--- src/rtl/lsu_pkg.sv ---
// Shared encodings and defaults for the load/store unit.
package lsu_pkg;

  localparam logic [1:0] SZ_BYTE = 2'b00;
  localparam logic [1:0] SZ_HALF = 2'b01;
  localparam logic [1:0] SZ_WORD = 2'b10;

  localparam logic [31:0] DEFAULT_BASE_ADDR   = 32'h0040_0000;
  localparam int unsigned DEFAULT_DEPTH_WORDS = 64;

  typedef enum logic [1:0] {
    ST_IDLE = 2'd0,
    ST_RD   = 2'd1,
    ST_WR   = 2'd2,
    ST_DONE = 2'd3
  } lsu_state_e;

  // The reserved size code behaves exactly like a word access.
  function automatic logic [1:0] norm_size(input logic [1:0] size);
    return (size == 2'b11) ? SZ_WORD : size;
  endfunction

endpackage

--- src/rtl/lane_merge.sv ---
// Big-endian lane handling: extracts/extends a load lane and merges a
// sub-word store lane into a memory word. Purely combinational.
module lane_merge
  import lsu_pkg::*;
(
  input  logic [31:0] word,
  input  logic [1:0]  offset,
  input  logic [1:0]  size,
  input  logic        is_signed,
  input  logic [31:0] wdata,
  output logic [31:0] ext_data,
  output logic [31:0] merged
);

  // byte_lane[0] is the most significant byte (offset 0).
  logic [7:0]  byte_lane [4];
  logic [7:0]  byte_val;
  logic [15:0] half_val;

  genvar gi;
  generate
    for (gi = 0; gi < 4; gi++) begin : g_lane
      localparam logic [1:0] LANE = 2'(gi);
      localparam int         HI   = 31 - 8 * gi;
      logic       hit;
      logic [7:0] src;

      assign byte_lane[gi] = word[HI -: 8];

      // Decide whether this lane takes store data, and which store byte.
      always_comb begin
        hit = 1'b1;
        src = wdata[HI -: 8];
        case (size)
          SZ_BYTE: begin
            hit = (offset == LANE);
            src = wdata[7:0];
          end
          SZ_HALF: begin
            hit = (offset[1] == LANE[1]);
            src = LANE[0] ? wdata[7:0] : wdata[15:8];
          end
          default: ;
        endcase
      end

      assign merged[HI -: 8] = hit ? src : byte_lane[gi];
    end
  endgenerate

  assign byte_val = byte_lane[offset];
  assign half_val = offset[1] ? word[15:0] : word[31:16];

  // Select the addressed lane and extend it to 32 bits.
  always_comb begin
    ext_data = word;
    case (size)
      SZ_BYTE: ext_data = {{24{is_signed & byte_val[7]}}, byte_val};
      SZ_HALF: ext_data = {{16{is_signed & half_val[15]}}, half_val};
      default: ext_data = word;
    endcase
  end

endmodule

--- src/rtl/load_store_unit.sv ---
// Load/store bus initiator: converts byte/half/word requests into
// word-aligned memory cycles, with read-modify-write for sub-word stores.
module load_store_unit
  import lsu_pkg::*;
#(
  parameter logic [31:0] BASE_ADDR   = DEFAULT_BASE_ADDR,
  parameter int unsigned DEPTH_WORDS = DEFAULT_DEPTH_WORDS
) (
  input  logic        clk,
  input  logic        reset,
  input  logic        req_valid,
  input  logic        req_we,
  input  logic [1:0]  req_size,
  input  logic        req_signed,
  input  logic [31:0] req_addr,
  input  logic [31:0] req_wdata,
  output logic        busy,
  output logic        done,
  output logic [31:0] rdata,
  output logic        err_align,
  output logic        err_range,
  output logic [31:0] dir,
  output logic [31:0] data_input,
  output logic        mem_rd,
  output logic        mem_wd,
  input  logic [31:0] data_output
);

  // 33-bit limit so a base near the top of the address space cannot wrap.
  localparam logic [32:0] LIMIT = {1'b0, BASE_ADDR} + 33'(4 * DEPTH_WORDS);

  lsu_state_e  state_reg, state_next;
  logic [1:0]  off_reg, off_next;
  logic [1:0]  size_reg, size_next;
  logic        signed_reg, signed_next;
  logic        we_reg, we_next;
  logic [31:0] wdata_reg, wdata_next;
  logic [31:0] buf_reg, buf_next;

  logic        busy_reg, busy_next;
  logic        done_reg, done_next;
  logic [31:0] rdata_reg, rdata_next;
  logic        err_align_reg, err_align_next;
  logic        err_range_reg, err_range_next;
  logic [31:0] dir_reg, dir_next;
  logic [31:0] data_input_reg, data_input_next;
  logic        mem_rd_reg, mem_rd_next;
  logic        mem_wd_reg, mem_wd_next;

  logic [1:0]  req_size_eff;
  logic        req_misaligned;
  logic        req_out_of_range;
  logic [31:0] lane_rdata;
  logic [31:0] lane_merged;

  // Checks run on the live request so an error reaches DONE one cycle after accept.
  always_comb begin
    req_size_eff     = norm_size(req_size);
    req_misaligned   = ((req_size_eff == SZ_HALF) && req_addr[0]) ||
                       ((req_size_eff == SZ_WORD) && (req_addr[1:0] != 2'b00));
    req_out_of_range = (req_addr < BASE_ADDR) || ({1'b0, req_addr} >= LIMIT);
  end

  // Lanes are taken straight from the memory read data during RD, which is
  // the same word being captured into buf_reg on that edge.
  lane_merge u_lane_merge (
    .word      (data_output),
    .offset    (off_reg),
    .size      (size_reg),
    .is_signed (signed_reg),
    .wdata     (wdata_reg),
    .ext_data  (lane_rdata),
    .merged    (lane_merged)
  );

  // Next-state and next-output logic; every output is a flop fed from here.
  always_comb begin
    state_next      = state_reg;
    off_next        = off_reg;
    size_next       = size_reg;
    signed_next     = signed_reg;
    we_next         = we_reg;
    wdata_next      = wdata_reg;
    buf_next        = buf_reg;
    rdata_next      = rdata_reg;
    err_align_next  = err_align_reg;
    err_range_next  = err_range_reg;
    dir_next        = dir_reg;
    data_input_next = data_input_reg;

    case (state_reg)
      ST_IDLE: begin
        if (req_valid) begin
          off_next       = req_addr[1:0];
          size_next      = req_size_eff;
          signed_next    = req_signed;
          we_next        = req_we;
          wdata_next     = req_wdata;
          dir_next       = {req_addr[31:2], 2'b00};
          err_align_next = req_misaligned;
          err_range_next = req_out_of_range;
          rdata_next     = 32'h0;
          if (req_misaligned || req_out_of_range) begin
            state_next = ST_DONE;
          end else if (!req_we || (req_size_eff != SZ_WORD)) begin
            state_next = ST_RD;
          end else begin
            state_next      = ST_WR;
            data_input_next = req_wdata;
          end
        end
      end
      ST_RD: begin
        buf_next = data_output;
        if (we_reg) begin
          state_next      = ST_WR;
          data_input_next = lane_merged;
        end else begin
          state_next = ST_DONE;
          rdata_next = lane_rdata;
        end
      end
      ST_WR: begin
        state_next = ST_DONE;
      end
      ST_DONE: begin
        state_next     = ST_IDLE;
        rdata_next     = 32'h0;
        err_align_next = 1'b0;
        err_range_next = 1'b0;
      end
      default: state_next = ST_IDLE;
    endcase

    busy_next   = (state_next != ST_IDLE);
    done_next   = (state_next == ST_DONE);
    mem_rd_next = (state_next == ST_RD);
    mem_wd_next = (state_next == ST_WR);
  end

  // State and output registers with synchronous reset.
  always_ff @(posedge clk) begin
    if (reset) begin
      state_reg      <= ST_IDLE;
      off_reg        <= 2'b00;
      size_reg       <= 2'b00;
      signed_reg     <= 1'b0;
      we_reg         <= 1'b0;
      wdata_reg      <= 32'h0;
      buf_reg        <= 32'h0;
      busy_reg       <= 1'b0;
      done_reg       <= 1'b0;
      rdata_reg      <= 32'h0;
      err_align_reg  <= 1'b0;
      err_range_reg  <= 1'b0;
      dir_reg        <= 32'h0;
      data_input_reg <= 32'h0;
      mem_rd_reg     <= 1'b0;
      mem_wd_reg     <= 1'b0;
    end else begin
      state_reg      <= state_next;
      off_reg        <= off_next;
      size_reg       <= size_next;
      signed_reg     <= signed_next;
      we_reg         <= we_next;
      wdata_reg      <= wdata_next;
      buf_reg        <= buf_next;
      busy_reg       <= busy_next;
      done_reg       <= done_next;
      rdata_reg      <= rdata_next;
      err_align_reg  <= err_align_next;
      err_range_reg  <= err_range_next;
      dir_reg        <= dir_next;
      data_input_reg <= data_input_next;
      mem_rd_reg     <= mem_rd_next;
      mem_wd_reg     <= mem_wd_next;
    end
  end

  assign busy       = busy_reg;
  assign done       = done_reg;
  assign rdata      = rdata_reg;
  assign err_align  = err_align_reg;
  assign err_range  = err_range_reg;
  assign dir        = dir_reg;
  assign data_input = data_input_reg;
  assign mem_rd     = mem_rd_reg;
  assign mem_wd     = mem_wd_reg;

endmodule

--- config.mk ---
export PLATFORM = sky130hd
export DESIGN_NAME = load_store_unit
export DESIGN_NICKNAME = d
export VERILOG_FILES = /design/src/rtl/lsu_pkg.sv /design/src/rtl/lane_merge.sv /design/src/rtl/load_store_unit.sv
export SDC_FILE = /design/constraint.sdc
export NUM_CORES = 1
export LEC_CHECK = 0
export ABC_AREA = 1
export CORE_MARGIN = 4
export CORE_UTILIZATION = 40
export CTS_CLUSTER_SIZE = 8
export DETAILED_ROUTE_END_ITERATION = 8
export PLACE_DENSITY = 0.75
export SLEW_MARGIN = 20
export SYNTH_ARGS = -nofsm -noshare
export SYNTH_HDL_FRONTEND = slang
export SYNTH_SLANG_ARGS = --single-unit
--- constraint.sdc ---
create_clock -name clk -period 5 [get_ports clk]
set_input_delay 1 -clock clk [delete_from_list [all_inputs] [get_ports clk]]
set_output_delay 1 -clock clk [all_outputs]
set_load 0.02 [all_outputs]
Word-level counts from Yosys, hierarchy flattened
Cells that the tools add are included.

storage, ports and cells
  logic and storage cells = 95
  input bits = 103
  register bits after elaboration = 140
  output and inout port bits = 102

operators by class
  multiplexer cells = 34
  bitwise operators = 4
  reductions and logical operators = 20
  magnitude comparators = 3
  equal/unequal tests = 19

operators by type and width
  cell                  number
  $mux 32               6
  $pmux 32 s2           2
  $pmux 32 s3           1
  $mux 8                8
  $ge 32x23->1 const B  1
  $lt 32x23->1 const B  1
  $bmux 8 s2            1
  $eq 2x2->1 const B    8
  $mux 16               1
  $pmux 8 s2            1
  $ne 2x2->1 const B    6
  $pmux 1 s2            6
  $eq 2x1->1 const B    5
  $mux 2                4
  $pmux 2 s4            1
  $reduce_bool 2->1     4
  $logic_not 2->1       3
  $reduce_and 5->1      1
  $logic_or 1x1->1      4
  $reduce_and 2->1      2
  $ge 3x3->1 const B    1
  $mux 1                3
  $not 2->3             1
  $reduce_and 3->1      1
  other kinds (6)       8

Depth between registers and ports, before layout
  depth in word-level cells = 10
  depth in mapped cells = 13
  gate-level depth less buffers = 12

Cells and area by module
From an unflattened synthesis, not the netlist that was laid out.

unflattened totals
  cells, all modules = 1124
  area, all modules = 7244.4 sq um

by module, submodules not included
  module           seq. area each (sq um)  cells an instance  times used  area an instance (sq um)
  load_store_unit  2802.7                  803                1           5761.8
  lane_merge       0.0                     321                1           1482.7

Worst setup path after synthesis
No wires, ideal clock.

  path kind = input to register
  from = input port req_addr[28]
  to = register data_input_reg[10] (netlist: data_input[10])
  buffers on the path = 1
  path slack = 2821 ps
  stages on the path = 11
  library setup time = 113 ps
  arrival time = 2066 ps
  required time = 4887 ps
  cell sequence = nor2_1 -> nand2_1 -> nor2_1 -> nand2_1 -> nor2_1 -> nand3_1 -> nand2_1 -> nand2_1 -> clkbuf_1 -> nor2_1 -> nor2_1

between the ends
  word-level cells in the longest chain between the ends = 5
  elaborated cells between the ends (all ways) = 6
  those cells by class = order compare: 2; eq/ne: 1; reduce/logical: 3

RTL lines
  item                                                 line                    source
  from (decl)                                          load_store_unit.sv:15   input logic [31:0] req_addr,
  $lt 32x23->1 / $ge 32x23->1 (equally long branches)  load_store_unit.sv:61   req_out_of_range = (req_addr < BASE_ADDR) || ({1'b0, req_addr} >= LIMIT);
  $logic_or 1x1->1 *                                   load_store_unit.sv:61
  $logic_or 1x1->1 *                                   load_store_unit.sv:103  if (req_misaligned || req_out_of_range) begin
  $ne 2x2->1 (no source line) *                        --
  $reduce_and 5->1 (no source line) *                  --
  to (signal assigned)                                 load_store_unit.sv:174  data_input_reg <= data_input_next;
  to (decl)                                            load_store_unit.sv:46   logic [31:0] data_input_reg, data_input_next;

Every way passes the cells marked *; elsewhere a longest branch is shown, timed or not.
A chain may end at the register's enable or synchronous reset.

Worst setup path in the final report
  from = input port req_valid
  to = register wdata_reg[5]

between the ends
  word-level cells in the longest chain between the ends = 1

RTL lines
  item                               line                    source
  from (decl)                        load_store_unit.sv:11   input logic req_valid,
  $reduce_and 2->1 (no source line)  --
  to (signal assigned)               load_store_unit.sv:166  wdata_reg <= wdata_next;
  to (decl)                          load_store_unit.sv:37   logic [31:0] wdata_reg, wdata_next;

No other way between the ends.

==> results.md <==
* Hold Crit Depth at 2
* Hold WC Path Type: flop to flop
* Cell taking the most area after synthesis: dfxtp_1
* Fin crit share at 0.607
* Io pins at 205
* Synth cell count leaders: nand2_1 (256), nor2_1 (236), dfxtp_1 (140)
* Die height at 138 um
* Largest net degree at the start of global routing at 69
* Most Frequent Cell on Critical Path: nor2_1
* Initial DRC Count at 893
* EDFF count, synth at 0
* DIE AREA at 0.0190 mm^2
* Final Hold Vio Count at 0
* H-tree level count at 4
* Clock slew at reported path FFs at 60 ps
* Worst setup path class: primary input to flop
* Syn. warnings at 0
* Setup Viol. Count Final at 0
* Seq/Total Area, Yosys at 0.415
* Status: complete, no violations
* CP max stage cell: inv_1
* Die X at 138 um
* CTS resizes at 0
* Critical Path RT at 5360 ps
* First-pass GRT wire length at 34.5 mm
* Crit path max-delay family: buffers and inverters
* HPWL Detailed at 16.5 mm
* Nets@finish at 1,333
* Setup TNS at 0 ps
* Max incr delay on CP at 900 ps
* Leak at 0.00393 uW
* Most used DFF post-synth: dfxtp_1
* First-pass DRT Iterations at 5
* Hold Crit Start: wdata_reg[16]
* Flop2flop setup slack at 2280 ps
* Final Wtd Congestion at 0.918
* Layout Skew at 7.37 ps
* Cell Pwr Density at 442 mW/mm^2
* Post-CTS setup buffers at 0
* CTS root buffer: clkbuf_16
* Post-synth cell types at 28
* DRC at 0
* Max-cap viol count at 0
* Asr flop ratio synth at 0
* Worst Path Max Fanout at 37
* Core box area at 0.0166 mm^2
* Yosys reg bits at 140
* Synth-to-layout area growth at 39.8%
* CTS tree: yes
* Final wirelength at 22.7 mm
* RSZ-0062 raised after global routing: false
* TritonCTS Buffers at 17
* R2R Path End: wdata_reg[5]
* Vias at 7,434
* Count leader, synth: nand2_1
* Post-synthesis cell count at 1,055
* Num rows at 47
* Port bufs at 202
* Gr ovfl total at 0
* Fin cells at 1,458
* Clock Tree Buf Depth at 2
* WHS Endpoint: wdata_reg[16]
* Worst R2R Path Depth at 7
* Crit path time final at 3030 ps
* GRT Total Usage at 0.233
* Worst-margin pin slew at 1030 ps
* CP startpoint kind: primary input
* Post-Route Utilization at 0.569
* Clock tree sinks at 140
* Initial Util at 0.407
* Endpoint class of the critical path: flop
* Cell Chain, Critical Path: clkdlybuf4s50_1 -> nand2_2 -> inv_1 -> buf_4 -> nor2_1 -> nor2_1
* Max Clk Rate at 0.330 GHz
* Via-to-Cell Ratio at 5.10
* Dpl cells at 1,426
* Max transition margin at 0.311
* FF-to-FF Start: state_reg[1]
* Antenna violations before repair at 0
* Wire per inst at 15.5 um
* Hold buffer count at CTS at 0
* WP data arrival at 3390 ps
* Antenna diodes at 0
* Final Max Tran Viols at 0
* Stages on worst setup path at 6
* Cell Area, Synth at 0.00675 mm^2
* Skew-Pair Late Insertion Delay at 430 ps
* Share of layout cells above drive strength 1 at 0.0565
* Synth Area per Inst at 6.40 um^2
* Vias in the first global route at 6,659
* Antenna-violating nets left at 0
* Top cells by area, synth: dfxtp_1 (42%), nand2_1 (14%), nor2_1 (13%)
* Worst ir drop on vdd at 0.272 mV
* Top cell type's share of synthesized area at 0.415
* Crit path buf inv count at 3
## stage by stage
step                      setup slack (ps)  power [uW]  hold slack, ps  area (um^2)
after detailed placement              1530        2960             450         8860
final                                 1970        4170             458         9440
after global routing                  1750        4410             474         9440
after global placement                1550        2940             443         8860
after CTS                             1950        4170             458         9440
after floorplan                       2820        2370             424         6760
## power by group
| group | switching (uW) | internal (uW) |
|---|---|---|
| registers | 121 | 1300 |
| clock network | 481 | 733 |
| logic | 968 | 569 |
## worst reg2reg max path, stage by stage, from the launching register on
cell and delay, ps:
dfxtp_1 350, inv_1 110, ha_1 270, nand2_2 390, inv_1 910, buf_4 420
nor2_1 90, nor2_1 110
## worst max-delay path by stage
stage	endpoint	from	slack (ps)
detailed placement	wdata_reg[20]	req_valid	1530
CTS	data_input[17]	size_reg[1]	1950
floorplan	data_input[10]	req_addr[28]	2820
finish	wdata_reg[5]	req_valid	1970
global route	wdata_reg[20]	req_valid	1750
global placement	we_reg	req_valid	1550
## kinds of logic (layout without fill, tap and decap cells)
| kind of cell | count (synthesis) | after routing | synth area share |
|---|---|---|---|
| AOI/OAI and AO/OA | 226 | 226 | 0.172 |
| adders and majority gates | 5 | 5 | 0.00927 |
| buffers and inverters | 135 | 317 | 0.0791 |
| DFF | 140 | 140 | 0.415 |
| other | 1 | 2 | 0.000555 |
| and+or+nand+nor | 548 | 548 | 0.324 |
## layer usage
metal | track usage | up-vias | part of all wire
met4 | 0.0834 | 0 | 0.023
met2 | 0.371 | 317 | 0.47
met5 | 0 | - | 0
met1 | 0.311 | 3391 | 0.42
li1 | - | 3688 | -
met3 | 0.0537 | 38 | 0.086
## placed cells by master, fill, tap and decap left out, types with 17 or more instances in the layout
cell,n
clkdlybuf4s50_1,202
inv_1,61
nand3_1,40
o21ai_0,86
nand2_1,254
clkbuf_16,17
nor2_1,236
a21oi_1,94
dfxtp_1,139
o21ai_1,34
## cell type report
| cell class | instances | area [um^2] |
|---|---|---|
| flip-flops and latches | 140 | 2800 |
| clock buffers | 22 | 484 |
| repair buffers | 210 | 2080 |
| inverters | 75 | 282 |
| well taps | 220 | 275 |
| clock inverters | 10 | 90.1 |
| fillers | 1575 | 7140 |
| multi-input cells | 781 | 3420 |
Note: power is estimated with default switching activity, not from simulation.
==> edit 1, RTL diff (same flow settings) <==
Add an input register stage for `req_wdata`, cleared by the reset; this delays it by one clock. The other inputs are not delayed to match.
--- a/src/rtl/load_store_unit.sv
+++ b/src/rtl/load_store_unit.sv
@@ -29,6 +29,16 @@
   // 33-bit limit so a base near the top of the address space cannot wrap.
   localparam logic [32:0] LIMIT = {1'b0, BASE_ADDR} + 33'(4 * DEPTH_WORDS);
 
+  logic [31:0] req_wdata_q;
+
+  always_ff @(posedge clk) begin
+    if (reset) begin
+      req_wdata_q <= '0;
+    end else begin
+      req_wdata_q <= req_wdata;
+    end
+  end
+
   lsu_state_e  state_reg, state_next;
   logic [1:0]  off_reg, off_next;
   logic [1:0]  size_reg, size_next;
@@ -95,7 +105,7 @@
           size_next      = req_size_eff;
           signed_next    = req_signed;
           we_next        = req_we;
-          wdata_next     = req_wdata;
+          wdata_next     = req_wdata_q;
           dir_next       = {req_addr[31:2], 2'b00};
           err_align_next = req_misaligned;
           err_range_next = req_out_of_range;
@@ -106,7 +116,7 @@
             state_next = ST_RD;
           end else begin
             state_next      = ST_WR;
-            data_input_next = req_wdata;
+            data_input_next = req_wdata_q;
           end
         end
       end
Check against the original RTL: not equivalent (Yosys sat finds a counterexample within 4 cycles, from zero or initial values and one cycle with reset high).
==> edit 1 against the unedited design <==
- power rose by 12%
- wire length rose by 7.9%
- critical path depth rose by 4
- sequential power rose by 21%
- sequential cell count rose by 32
- global-route usage fell by 1.2 points
- fmax rose by 2.0%
- die area rose by 13%
- synthesized area rose by 14%
- combinational power rose by 5%
- final area rose by 10%
- setup slack improved by 0.060 ns
- largest power group is now sequential cells
- highest routed layer unchanged
==> edit 1: results (changes against the unedited design) <==
- Status: completed
- Final Skew: 0.00710 ns (-0.000272 ns)
- Layout cells sized above 1: 0.0498 (-0.00677)
- WHS Path Cells: 2 (unchanged)
- Post-synthesis async set-or-reset flop share: 0 (unchanged)
- DPL Wire Length: 17700 um (+7.0%)
- Number of fill cells: 1798 (+14%)
- Final WL: 24400 um (+7.9%)
- Longest Clk Path Bufs: 2 (unchanged)
- Synth Warn #: 0 (unchanged)
- Initial DRC count: 783 (-12%)
- Maximum vdd drop: 292 uV (+7.4%)
- Hold Path Sink: wdata_reg[20]
- Pleak: 4.44 nW (+13%)
- Worst-path clk slew: 0.06 ns (about the same)
- Htree depth: 4 (unchanged)
- Tot GR Track Use: 0.222 (-0.0119)
- Final nets: 1421 (+6.6%)
- Number of gates resized after CTS: 0 (unchanged)
- Post-Place Setup Slack: 1.60 ns (+0.0776 ns)
- Reg2reg start: state_reg[1]
- # Post-CTS Setup Buffers: 0 (unchanged)
- RR Endpoint: data_input[6]
- # port buffers: 202 (unchanged)
- Reg2reg path depth: 10 (+3)
- Worst-path fanout max: 58 (+57%)
- Worst Tran Pin Value: 1.06 ns (+0.0281 ns)
- Antenna Cells: 0 (unchanged)
- R2R setup slack: 2.05 ns (-0.23 ns)
- Largest net degree at the start of global routing: 89 (+29%)
- Register area share after synthesis: 0.448 (+0.0326)
- Vias: 7930 (+6.7%)
- Cell variety after synth: 34 (+21%)
- CP arrival: 3.29 ns (-0.10 ns)
- Gpl congestion: 0.954 (+3.8%)
- Pre-antenna DRT Iters: 5 (unchanged)
- Number of global-route vias before repair: 7246 (+8.8%)
- Synth top area cells: dfxtp_1, nor2_1, nand2_1
- Hold path start: wdata_reg[20]
- WHS: 0.450 ns (-0.00786 ns)
- Hold Path Class: reg2reg
- Synth cell count leaders: nor2_1, nand2_1, dfxtp_1, o21ai_0, inv_1
- First-pass GRT wire length: 38600 um (+12%)
## edit 1: cells by family after synthesis
group	count (synthesis)	share of synthesized area
and+or+nand+nor	555	0.290
AOI/OAI and AO/OA	237	0.160
buffers and inverters	178	0.0936
DFF	172	0.448
adders and majority gates	5	0.00814
other	1	0.000488
## edit 1: final cells by class
| class | count | share of cell area |
|---|---|---|
| tap | 260 | 0.0313 |
| inverter | 115 | 0.0417 |
| timing repair buffer | 208 | 0.199 |
| clock buffer | 22 | 0.0457 |
| clock inverter | 10 | 0.0111 |
| multi-input combinational | 799 | 0.340 |
| sequential | 172 | 0.332 |
## edit 1: worst max-delay path, cell delays in order
cell and delay [ns]:
clkdlybuf4s50_1 0.56, nand2_1 0.09, a21oi_1 0.25, inv_1 0.09, nand3_1 0.12, nand2_2 0.12, nand2_2 0.78, nand2_1 0.12
nand2_1 0.10, nor2_1 0.05
## edit 1: how the worst max path moves through the flow
stage	cells after the start	startpoint	slack (ns)	end
floorplan	12	req_addr[29]	2.75	data_input[17]
global placement	8	req_valid	1.70	busy
detailed placement	10	req_addr[0]	1.60	data_input[26]
CTS	10	req_addr[0]	2.05	data_input[26]
global route	11	state_reg[1]	1.73	data_input[21]
finish	10	req_addr[0]	2.03	data_input[14]
## edit 1: stage by stage
step | util | cells | cell area, um2 | power (mW)
final | 0.552 | 1586 | 10400 | 4.66
after global routing | 0.552 | 1586 | 10400 | 4.93
after floorplan | - | 1149 | 7690 | 2.74
after detailed placement | 0.520 | 1554 | 9800 | 3.35
after global placement | 0.520 | 1554 | 9800 | 3.32
after CTS | 0.552 | 1586 | 10400 | 4.67
## edit 1: routing by layer
metal,GRT usage,vias to the layer above,part of all wire
met5,0,-,0
met4,0.0809,0,0.027
met3,0.0462,46,0.091
met2,0.345,404,0.45
met1,0.303,3563,0.43
li1,-,3917,-
## edit 1: power breakdown
part           switching (mW)  internal, mW
clock network           0.544         0.774
registers               0.144          1.58
logic                    1.01         0.609
==> edit 2, RTL diff (same settings) <==
Made on the original files. The output `busy` loses its register stage (`busy_reg` becomes a continuous assignment).
--- a/src/rtl/load_store_unit.sv
+++ b/src/rtl/load_store_unit.sv
@@ -148,7 +148,6 @@
       we_reg         <= 1'b0;
       wdata_reg      <= 32'h0;
       buf_reg        <= 32'h0;
-      busy_reg       <= 1'b0;
       done_reg       <= 1'b0;
       rdata_reg      <= 32'h0;
       err_align_reg  <= 1'b0;
@@ -165,7 +164,6 @@
       we_reg         <= we_next;
       wdata_reg      <= wdata_next;
       buf_reg        <= buf_next;
-      busy_reg       <= busy_next;
       done_reg       <= done_next;
       rdata_reg      <= rdata_next;
       err_align_reg  <= err_align_next;
@@ -176,6 +174,8 @@
       mem_wd_reg     <= mem_wd_next;
     end
   end
+
+  assign busy_reg = busy_next;
 
   assign busy       = busy_reg;
   assign done       = done_reg;
Behaviour: not the same (a bounded check fails within 4 cycles, from zero or initial values and one cycle with reset high).
==> edit 2 against the unedited design <==
- sequential cell count fell by 1
- synthesized cell count down 0.47%
- setup slack lost 0.93 ns
- clock skew is 0.0014 ns lower
- power is 0.96% higher
- die area rose by 2.0%
- wire length is 2.4% higher
- final area increased by 0.97%
- worst hold slack lost 0.0087 ns
- synthesized area up 2.2%
- cell count decreased by 0.48%
- largest power group unchanged
==> edit 2: results (changes against the unedited design) <==
- Total CTS buffers: 17 (unchanged)
- Worst Setup EP: busy
- Slowest-stage cell, CP: clkdlybuf4s50_1
- # port buffers: 202 (unchanged)
- Tot GR Track Use: 0.229 (-0.00458)
- Final WL: 23200 um (+2.4%)
- Synth Area in Compound Gates: 0.175 (+0.00251)
- DPL Wire Length: 16800 um (+1.5%)
- Crit path largest cell delay: 0.61 ns (-0.29 ns)
- Final Skew: 0.00601 ns (-0.00136 ns)
- Adder-Cell Fraction of Synth Area: 0.00907 (-0.000197)
- Hold Path Sink: wdata_reg[17]
- Pleak: 3.94 nW (+0.27%)
- R2R setup slack: 2.12 ns (-0.16 ns)
- Reg2reg path depth: 11 (+4)
- Status: completed
- Cell variety after synth: 35 (+25%)
- Maximum vdd drop: 294 uV (+8.0%)
- Gpl congestion: 0.934 (+1.8%)
- Pre-antenna DRT Iters: 5 (unchanged)
- Post-Place Setup Slack: 1.02 ns (-0.507 ns)
- WL met2: 10300 um (-3.2%)
- Met1 usage: 0.316 (+0.00476)
- Initial antenna violation count: 1 (+1)
- Initial DRC count: 763 (-15%)
- Root Buffer: clkbuf_16
- Origin of the worst setup path: req_valid
- Htree depth: 4 (unchanged)
- Power share of the clock group: 0.289 (-0.002)
- First-pass GRT wire length: 36000 um (+4.5%)
- Worst-path fanout max: 39 (+5.4%)
- Via/cell ratio: 5.11 (+0.21%)
- Worst Tran Pin Value: 0.926 ns (-0.106 ns)
- Synth top area cells: dfxtp_1, nand2_1, nor2_1
- Met1 WL: 9940 um (+4.4%)
- Hold path start: wdata_reg[17]
- Final nets: 1324 (-0.68%)
- Met3 wire length: 2290 um (+18%)
- # Post-CTS Setup Buffers: 0 (unchanged)
- Layout cells sized above 1: 0.0724 (+0.0159)
- RR Endpoint: data_input[26]
- Reg2reg start: state_reg[0]
- GR Util met2: 0.349 (-0.0229)
- Synth cell count leaders: nand2_1, nor2_1, dfxtp_1, o21ai_0, a21oi_1
- Seq pwr share: 0.335 (-0.006)
- Max Fclk: 252 MHz (-24%)
- WHS: 0.450 ns (-0.00871 ns)
- Number of global-route vias before repair: 6816 (+2.4%)
- Cts hold-fix bufs: 0 (unchanged)
- Register area share after synthesis: 0.403 (-0.0117)
- Largest net degree at the start of global routing: 68 (-1.4%)
- Internal Pwr Total: 2.63 mW (+1.0%)
- CP arrival: 2.97 ns (-0.42 ns)
- M3 GR Usage: 0.0556 (+0.00187)
- WHS Path Cells: 2 (unchanged)
edit 2: cell count changes in the layout (fill, tap and decap cells not counted), sizes merged, moves of 4 or more:
cell,unedited run,this run
clkinvlp,6,1
nand2,262,256
nor2,241,228
inv,73,69
nand3,42,57
edit 2: cell type report:
class                      instances  area, um2
inverter                          70        264
clock inverter                     8       92.6
sequential                       139       2780
timing repair buffer             209       2070
tap                              220        275
fill                            1607       7230
multi-input combinational        779       3560
antenna                            2       5.00
clock buffer                      24        472
edit 2: per-stage QoR:
stage | total power [mW] | area, um2 | utilization | instances
3_5_place_dp | 3.00 | 8960 | 0.535 | 1417
6_report | 4.21 | 9530 | 0.569 | 1451
3_3_place_gp | 2.98 | 8960 | 0.535 | 1417
2_1_floorplan | 2.42 | 6900 | - | 1051
4_1_cts | 4.22 | 9530 | 0.568 | 1449
5_1_grt | 4.45 | 9530 | 0.569 | 1450
